File: src/rtl/fetch_control_pkg.sv
// Shared LC-3b fetch types: the PC mux select encoding and the fetch
// controller state encoding.
package fetch_control_pkg;

  typedef enum logic [1:0] {
    pcmux_pc_plus2 = 2'b00,
    pcmux_br       = 2'b01,
    pcmux_sr1      = 2'b10,
    pcmux_mdr      = 2'b11
  } lc3b_pcmux_sel;

  typedef enum logic [1:0] {
    FETCH     = 2'b00,
    HOLD      = 2'b01,
    TRAP_WAIT = 2'b10
  } fetch_state_e;

endpackage

File: src/rtl/fetch_control.sv
// LC-3b instruction-fetch sequencer: PC load/mux control, imem read strobe,
// stall absorption, redirect latching (oldest wins) and wrong-path squash.
module fetch_control
  import fetch_control_pkg::*;
(
  input  logic          clk,
  input  logic          reset,
  input  logic          imem_resp,
  input  logic          stall,
  input  logic          redirect_req,
  input  lc3b_pcmux_sel redirect_kind,
  input  logic          trap_vec_valid,
  output logic          load_pc,
  output lc3b_pcmux_sel pcmux_sel,
  output logic          imem_read,
  output logic          ir_load,
  output logic          if_valid,
  output logic          flush
);

  fetch_state_e  state_q, state_d;
  logic          pend_v_q, pend_v_d;
  lc3b_pcmux_sel pend_kind_q, pend_kind_d;

  logic          accept;
  logic          erv;
  logic          consume;
  lc3b_pcmux_sel ekind;

  // Redirect arbitration: a pending redirect always outranks a new request.
  always_comb begin
    accept = redirect_req && (redirect_kind != pcmux_pc_plus2) && !pend_v_q &&
             (state_q != TRAP_WAIT) && !reset;
    erv    = pend_v_q || accept;
    ekind  = pend_v_q ? pend_kind_q : redirect_kind;
    case (state_q)
      FETCH:   consume = imem_resp && erv;
      HOLD:    consume = erv;
      default: consume = 1'b0;
    endcase
  end

  // State and redirect-pending registers.
  always_ff @(posedge clk) begin
    if (reset) begin
      state_q     <= FETCH;
      pend_v_q    <= 1'b0;
      pend_kind_q <= pcmux_pc_plus2;
    end else begin
      state_q     <= state_d;
      pend_v_q    <= pend_v_d;
      pend_kind_q <= pend_kind_d;
    end
  end

  // Next-state and pending-latch update.
  always_comb begin
    state_d     = state_q;
    pend_v_d    = pend_v_q;
    pend_kind_d = pend_kind_q;
    case (state_q)
      FETCH: begin
        if (imem_resp && erv) begin
          state_d = (ekind == pcmux_mdr) ? TRAP_WAIT : FETCH;
        end else if (imem_resp && stall) begin
          state_d = HOLD;
        end else begin
          state_d = FETCH;
        end
      end
      HOLD: begin
        if (erv) begin
          state_d = (ekind == pcmux_mdr) ? TRAP_WAIT : FETCH;
        end else if (!stall) begin
          state_d = FETCH;
        end else begin
          state_d = HOLD;
        end
      end
      TRAP_WAIT: begin
        if (trap_vec_valid) begin
          state_d = FETCH;
        end else begin
          state_d = TRAP_WAIT;
        end
      end
      default: state_d = FETCH;
    endcase
    if (consume) begin
      pend_v_d = 1'b0;
    end else if (accept) begin
      pend_v_d    = 1'b1;
      pend_kind_d = redirect_kind;
    end else begin
      pend_v_d = pend_v_q;
    end
  end

  // Mealy outputs; everything is held low during reset.
  always_comb begin
    load_pc   = 1'b0;
    pcmux_sel = pcmux_pc_plus2;
    imem_read = 1'b0;
    ir_load   = 1'b0;
    if_valid  = 1'b0;
    flush     = accept;
    if (reset) begin
      flush = 1'b0;
    end else begin
      case (state_q)
        FETCH: begin
          imem_read = 1'b1;
          if (imem_resp && erv) begin
            if (ekind != pcmux_mdr) begin
              load_pc   = 1'b1;
              pcmux_sel = ekind;
            end else begin
              load_pc = 1'b0;
            end
          end else if (imem_resp) begin
            ir_load  = 1'b1;
            if_valid = 1'b1;
            load_pc  = !stall;
          end else begin
            load_pc = 1'b0;
          end
        end
        HOLD: begin
          if_valid = !erv;
          if (erv && (ekind != pcmux_mdr)) begin
            load_pc   = 1'b1;
            pcmux_sel = ekind;
          end else if (!erv && !stall) begin
            load_pc = 1'b1;
          end else begin
            load_pc = 1'b0;
          end
        end
        TRAP_WAIT: begin
          if (trap_vec_valid) begin
            load_pc   = 1'b1;
            pcmux_sel = pcmux_mdr;
          end else begin
            load_pc = 1'b0;
          end
        end
        default: begin
          load_pc = 1'b0;
        end
      endcase
    end
  end

endmodule

File: config.mk
export PLATFORM = sky130hd
export DESIGN_NAME = fetch_control
export DESIGN_NICKNAME = d
export VERILOG_FILES = /design/src/rtl/fetch_control_pkg.sv /design/src/rtl/fetch_control.sv
export SDC_FILE = /design/constraint.sdc
export NUM_CORES = 1
export LEC_CHECK = 0
export CAP_MARGIN = 5
export CORE_AREA = 2 2 39 41
export DETAILED_ROUTE_END_ITERATION = 16
export DIE_AREA = 0 0 41 43
export SKIP_LAST_GASP = 1
export SYNTH_ARGS = -nofsm -noshare
export SYNTH_HDL_FRONTEND = slang
export SYNTH_SLANG_ARGS = --single-unit
File: constraint.sdc
create_clock -name clk -period 1.3 [get_ports clk]
set_input_delay 0.13 -clock clk [delete_from_list [all_inputs] [get_ports clk]]
set_output_delay 0.13 -clock clk [all_outputs]
set_load 0.005 [all_outputs]
; After elaboration in Yosys (flattened, before gate mapping)
; Cells that the tools add are included.
[classes]
add_sub_neg = 0
n_mul = 0
div_mod_pow = 0
magnitude_cmp = 0
n_eq_ne = 5
n_shift = 0
muxes = 32
bitwise_logic = 1
reduce_logical = 17
[ops]
columns = op, count
row1 = $mux W2, 10
row2 = $mux W1, 17
row3 = $pmux W2 S3, 2
row4 = $logic_and A1 B1 Y1, 8
row5 = $eq A2 B2 Y1 const B, 2
row6 = $logic_not A1 Y1, 4
row7 = $ne A2 B2 Y1 const B, 2
row8 = $pmux W1 S2, 2
row9 = $pmux W1 S3, 1
row10 = $eq A2 B1 Y1 const B, 1
row11 = $logic_not A2 Y1, 1
row12 = $reduce_and A2 Y1, 1
row13 = $reduce_bool A2 Y1, 1
row14 = $reduce_or A2 Y1, 1
row15 = $logic_or A1 B1 Y1, 1
row16 = $not A1 Y1, 1
[totals]
ff_bits = 5
latchBits = 0
ram_bits = 0
rom_bits = 0
input_bits = 8
out_inout_bits = 7
wordCells = 58
memories = 0

; Depth between registers and ports, before layout
[logic_depth]
depth_word = 12
depth_mapped = 5
depth_no_buf = 4

; Worst setup path before layout
; No wires, ideal clock.
[synth_timing]
kind = register -> output
start = reg state_q[1]
end = out load_pc
t_arrival_ps = 1224
required_ps = 1170
setup_slack_ps = -54
path_stages_with_launch = 6
n_path_buf = 1
path_cell_list = dfxtp_1 > nor2b_2 > buf_6 > o31ai_4 > mux2i_1 > a32o_1
[synth_between]
elab_chain_len = 10
elab_cells_between_ends = 16
classes_between = eq/ne (3) / mux (5) / reduce/logical (8)
[synth_lines]
columns = item, line_no
row1 = "start, declared", fetch_control.sv:21  ; fetch_state_e state_q, state_d;
row2 = "start signal, assigned", fetch_control.sv:50  ; state_q <= state_d;
row3 = $ne A2 B2 Y1, fetch_control.sv:33  ; (state_q != TRAP_WAIT) && !reset;
row4 = $logic_and A1 B1 Y1, fetch_control.sv:32  ; accept = redirect_req && (redirect_kind != pcmux_pc_plus2) && !pend_v_q &&
row5 = $logic_and A1 B1 Y1, fetch_control.sv:33
row6 = $logic_or A1 B1 Y1, fetch_control.sv:34  ; erv = pend_v_q || accept;
row7 = $logic_not A1 Y1, fetch_control.sv:133  ; end else if (!erv && !stall) begin
row8 = $logic_and A1 B1 Y1, fetch_control.sv:133
row9 = $mux W1, fetch_control.sv:133
row10 = $mux W1, fetch_control.sv:130  ; if (erv && (ekind != pcmux_mdr)) begin
row11 = $pmux W1 S3 *, fetch_control.sv:110  ; case (state_q)
row12 = $mux W1 *, fetch_control.sv:107  ; if (reset) begin
row13 = "end, declared", fetch_control.sv:13  ; output logic load_pc,
; Mark *: on every way between the ends. The rest lies on a longest branch, timed or not.

; Final worst setup path
; Ends and elaborated chain as after synthesis.

==> results.md <==
- Outcome: complete, but fails checks
- Violated checks: negative setup slack
- Vias: 538
- Setup WS post-layout: -0.318 ns
- Starting Density: 28.0%
- Design Power: 537 uW
- Die area: 1760 um2
- Seq/Total Area, Yosys: 25.8%
- I/O pin cnt: 15
- Slowest cell on crit path: dfxtp_2
- Grt met1 use: 19.7%
- CTS tree: done
- Per-cell routed wire length: 12.3 um
- Ys async rst share: 0%
- Final Cell Area: 782 um2
- Most frequent cells in the layout: buf_4, nand2_1, nor2_1
- Tmin final: 1.62 ns
- GRT met3 Usage: 6.28%
- Post-route ant nets: 0
- Max VDD drop: 526 uV
- CTS Hold Bufs: 0
- Unique masters post-synth: 23
- Root Driver: clkbuf_4
- Total track usage: 17.2%
- Slew @ Worst Pin: 0.252 ns
- FP Rows: 14
- Maximum clock path buffer count: 2
- Slowest stage delay, CP: 0.31 ns
- Worst reg2reg path depth: 8
- Layout Area Growth over Synthesis: 102%
- Crit-path cells: nor2b_4 > o31ai_4 > buf_4 > mux2i_1 > a32o_1 > buf_2
- Worst Setup End Kind: output pin
- Cell Area, Synth: 388 um2
- Die H: 43 um
- Register bit count reported by yosys: 5
- Top_reg_cell synth: dfxtp_1
- Startpoint Class: flop
- Max-cap violations: 0
- GR Overflow Total: 0
- # fillers: 126
- Worst path bufs/invs: 2
- Final Cycle Share: 124%
- Avg Cell Area, Syn: 7.76 um2
- Syn Nets: 58
- Fin util: 56.5%
- Leak Pwr: 0.000367 uW
- Met2 Usage GRT: 29.7%
- Worst skew pair latency: 0.24 ns
- Initial DRC Count: 16
- Commonest non-fill, non-tap cell in the layout: buf_4
- Pre-CTS WS: -0.781 ns
- Drt pass-1 iters: 4
- I/O Buffers: 14
- PD cells: 686 nW/um2
- Ratio of cells with drive above 1 in the final layout: 52.7%
- WP depth: 6
- Setup-failing EPs final: 9
- Layout Skew: 0.00376 ns
- RSZ-0062 raised after global routing: yes
- HP Class: input pin to flop
- Die Wd: 41 um
- CTS Buf Count: 3
- Worst EP required: 1.17 ns
- Hold Vio Cnt, Final: 0
- Initial antenna violation count: 0
- Vias/cell: 5.03
- Largest net degree at the start of global routing: 7
- Nets: 100
- Diode count: 0
- Final Max Slew Viols: 0
- Max_slew headroom: 83.2%
- Reg clk slew, reported paths: 0.05 ns
- Area after DPL: 671 um2
- First-pass GRT wire length: 2100 um
- Post-synth EDFFs: 0
- F_max: 0.618 GHz
- Placer Congestion: 0.777
- H-Tree Depth: 1
- DP HPWL: 952 um
- YS warnings: 0
- Gr busiest metal: met2
- Hold path depth: 3
- Clk sinks: 5
- Top Family by Delay on Critical Path: compound AO/OA/AOI/OAI gates
- Cells after Synth: 50
- Drt drc: 0
- DRT Wirelength: 1310 um
- Crit path kind: flop to output pin
- Vias in the first global route: 516
- Crit path max fanout: 3
- Area of the core: 1380 um2
- Critical path data arrival time: 1.49 ns
-- state kept, by name, summed over array words and instances (netlist names) --
signal,cells
pend_kind_q,2
pend_v_q,1
state_q,2
-- per-stage QoR --
stage	setup TNS, ns	hold WS [ns]	std cells
CTS	-1.57	0.354	104
finish	-1.79	0.369	107
floorplan	0	0.209	50
detailed placement	-5.36	0.549	96
global placement	-5.18	0.537	96
global route	-2.61	0.378	107
-- logic make-up after synthesis --
group / after synthesis / share of synthesized area [%]
muxes: 1 / 2.58
and+or+nand+nor: 28 / 39.4
AOI/OAI and AO/OA: 11 / 25.5
DFF: 5 / 25.8
buffers and inverters: 5 / 6.77
-- worst paths after layout --
path	slack, ns	from	endpoint
worst max-delay path	-0.32	state_q[1]$_SDFF_PP0_	load_pc
worst min-delay path	0.37	reset	pend_v_q$_SDFFE_PP0P_
worst max register to register	-0.19	state_q[1]$_SDFF_PP0_	pend_kind_q[0]$_SDFFE_PP0P_
worst min register to register	0.57	pend_kind_q[0]$_SDFFE_PP0P_	pend_kind_q[0]$_SDFFE_PP0P_
-- power breakdown --
part / switching [uW] / leakage [uW] / internal [uW] / total, uW
registers: 6.15 / 0.0000421 / 161 / 167
logic: 79.5 / 0.000310 / 105 / 185
clock network: 68.6 / 0.0000150 / 116 / 185
-- synth_stat cells, types with 2 or more instances --
master | number | area share, %
nand3_1 | 4 | 5.2
nor2_1 | 6 | 5.8
dfxtp_1 | 5 | 26
nand2_1 | 6 | 5.8
nand2b_1 | 2 | 3.2
inv_1 | 4 | 3.9
nor3_1 | 4 | 5.2
a32o_1 | 2 | 5.2
and3_1 | 3 | 4.8
-- repair_timing --
item,in CTS,in global routing
setup buffers,4,3
setup endpoints to repair,9,9
gates resized for setup,33,11
pin swaps,8,9
-- layout make-up --
cell class              count  area (um2)  share of cell area (%)
inverters                   4        15.0                    1.92
clock buffers               4        26.3                    3.36
well taps                  16        20.0                    2.56
flip-flops and latches      5         104                    13.3
multi-input cells          40         314                    40.2
repair buffers             38         303                    38.7
-- worst reg2reg max path: stages, from the launching register on --
cell and delay (ns):
dfxtp_2 0.31, nor2b_4 0.13, buf_4 0.13, buf_6 0.11, buf_4 0.13, nor4_4 0.16
buf_4 0.18, nand2_2 0.05, a31o_1 0.19
-- per-layer routing --
metal / part of all wire (%) / vias to the layer above
li1: - / 268
met4: 0 / 0
met2: 55 / 13
met3: 5.4 / 0
met5: 0 / -
met1: 39 / 257
Note: power is estimated with default switching activity, not from simulation.
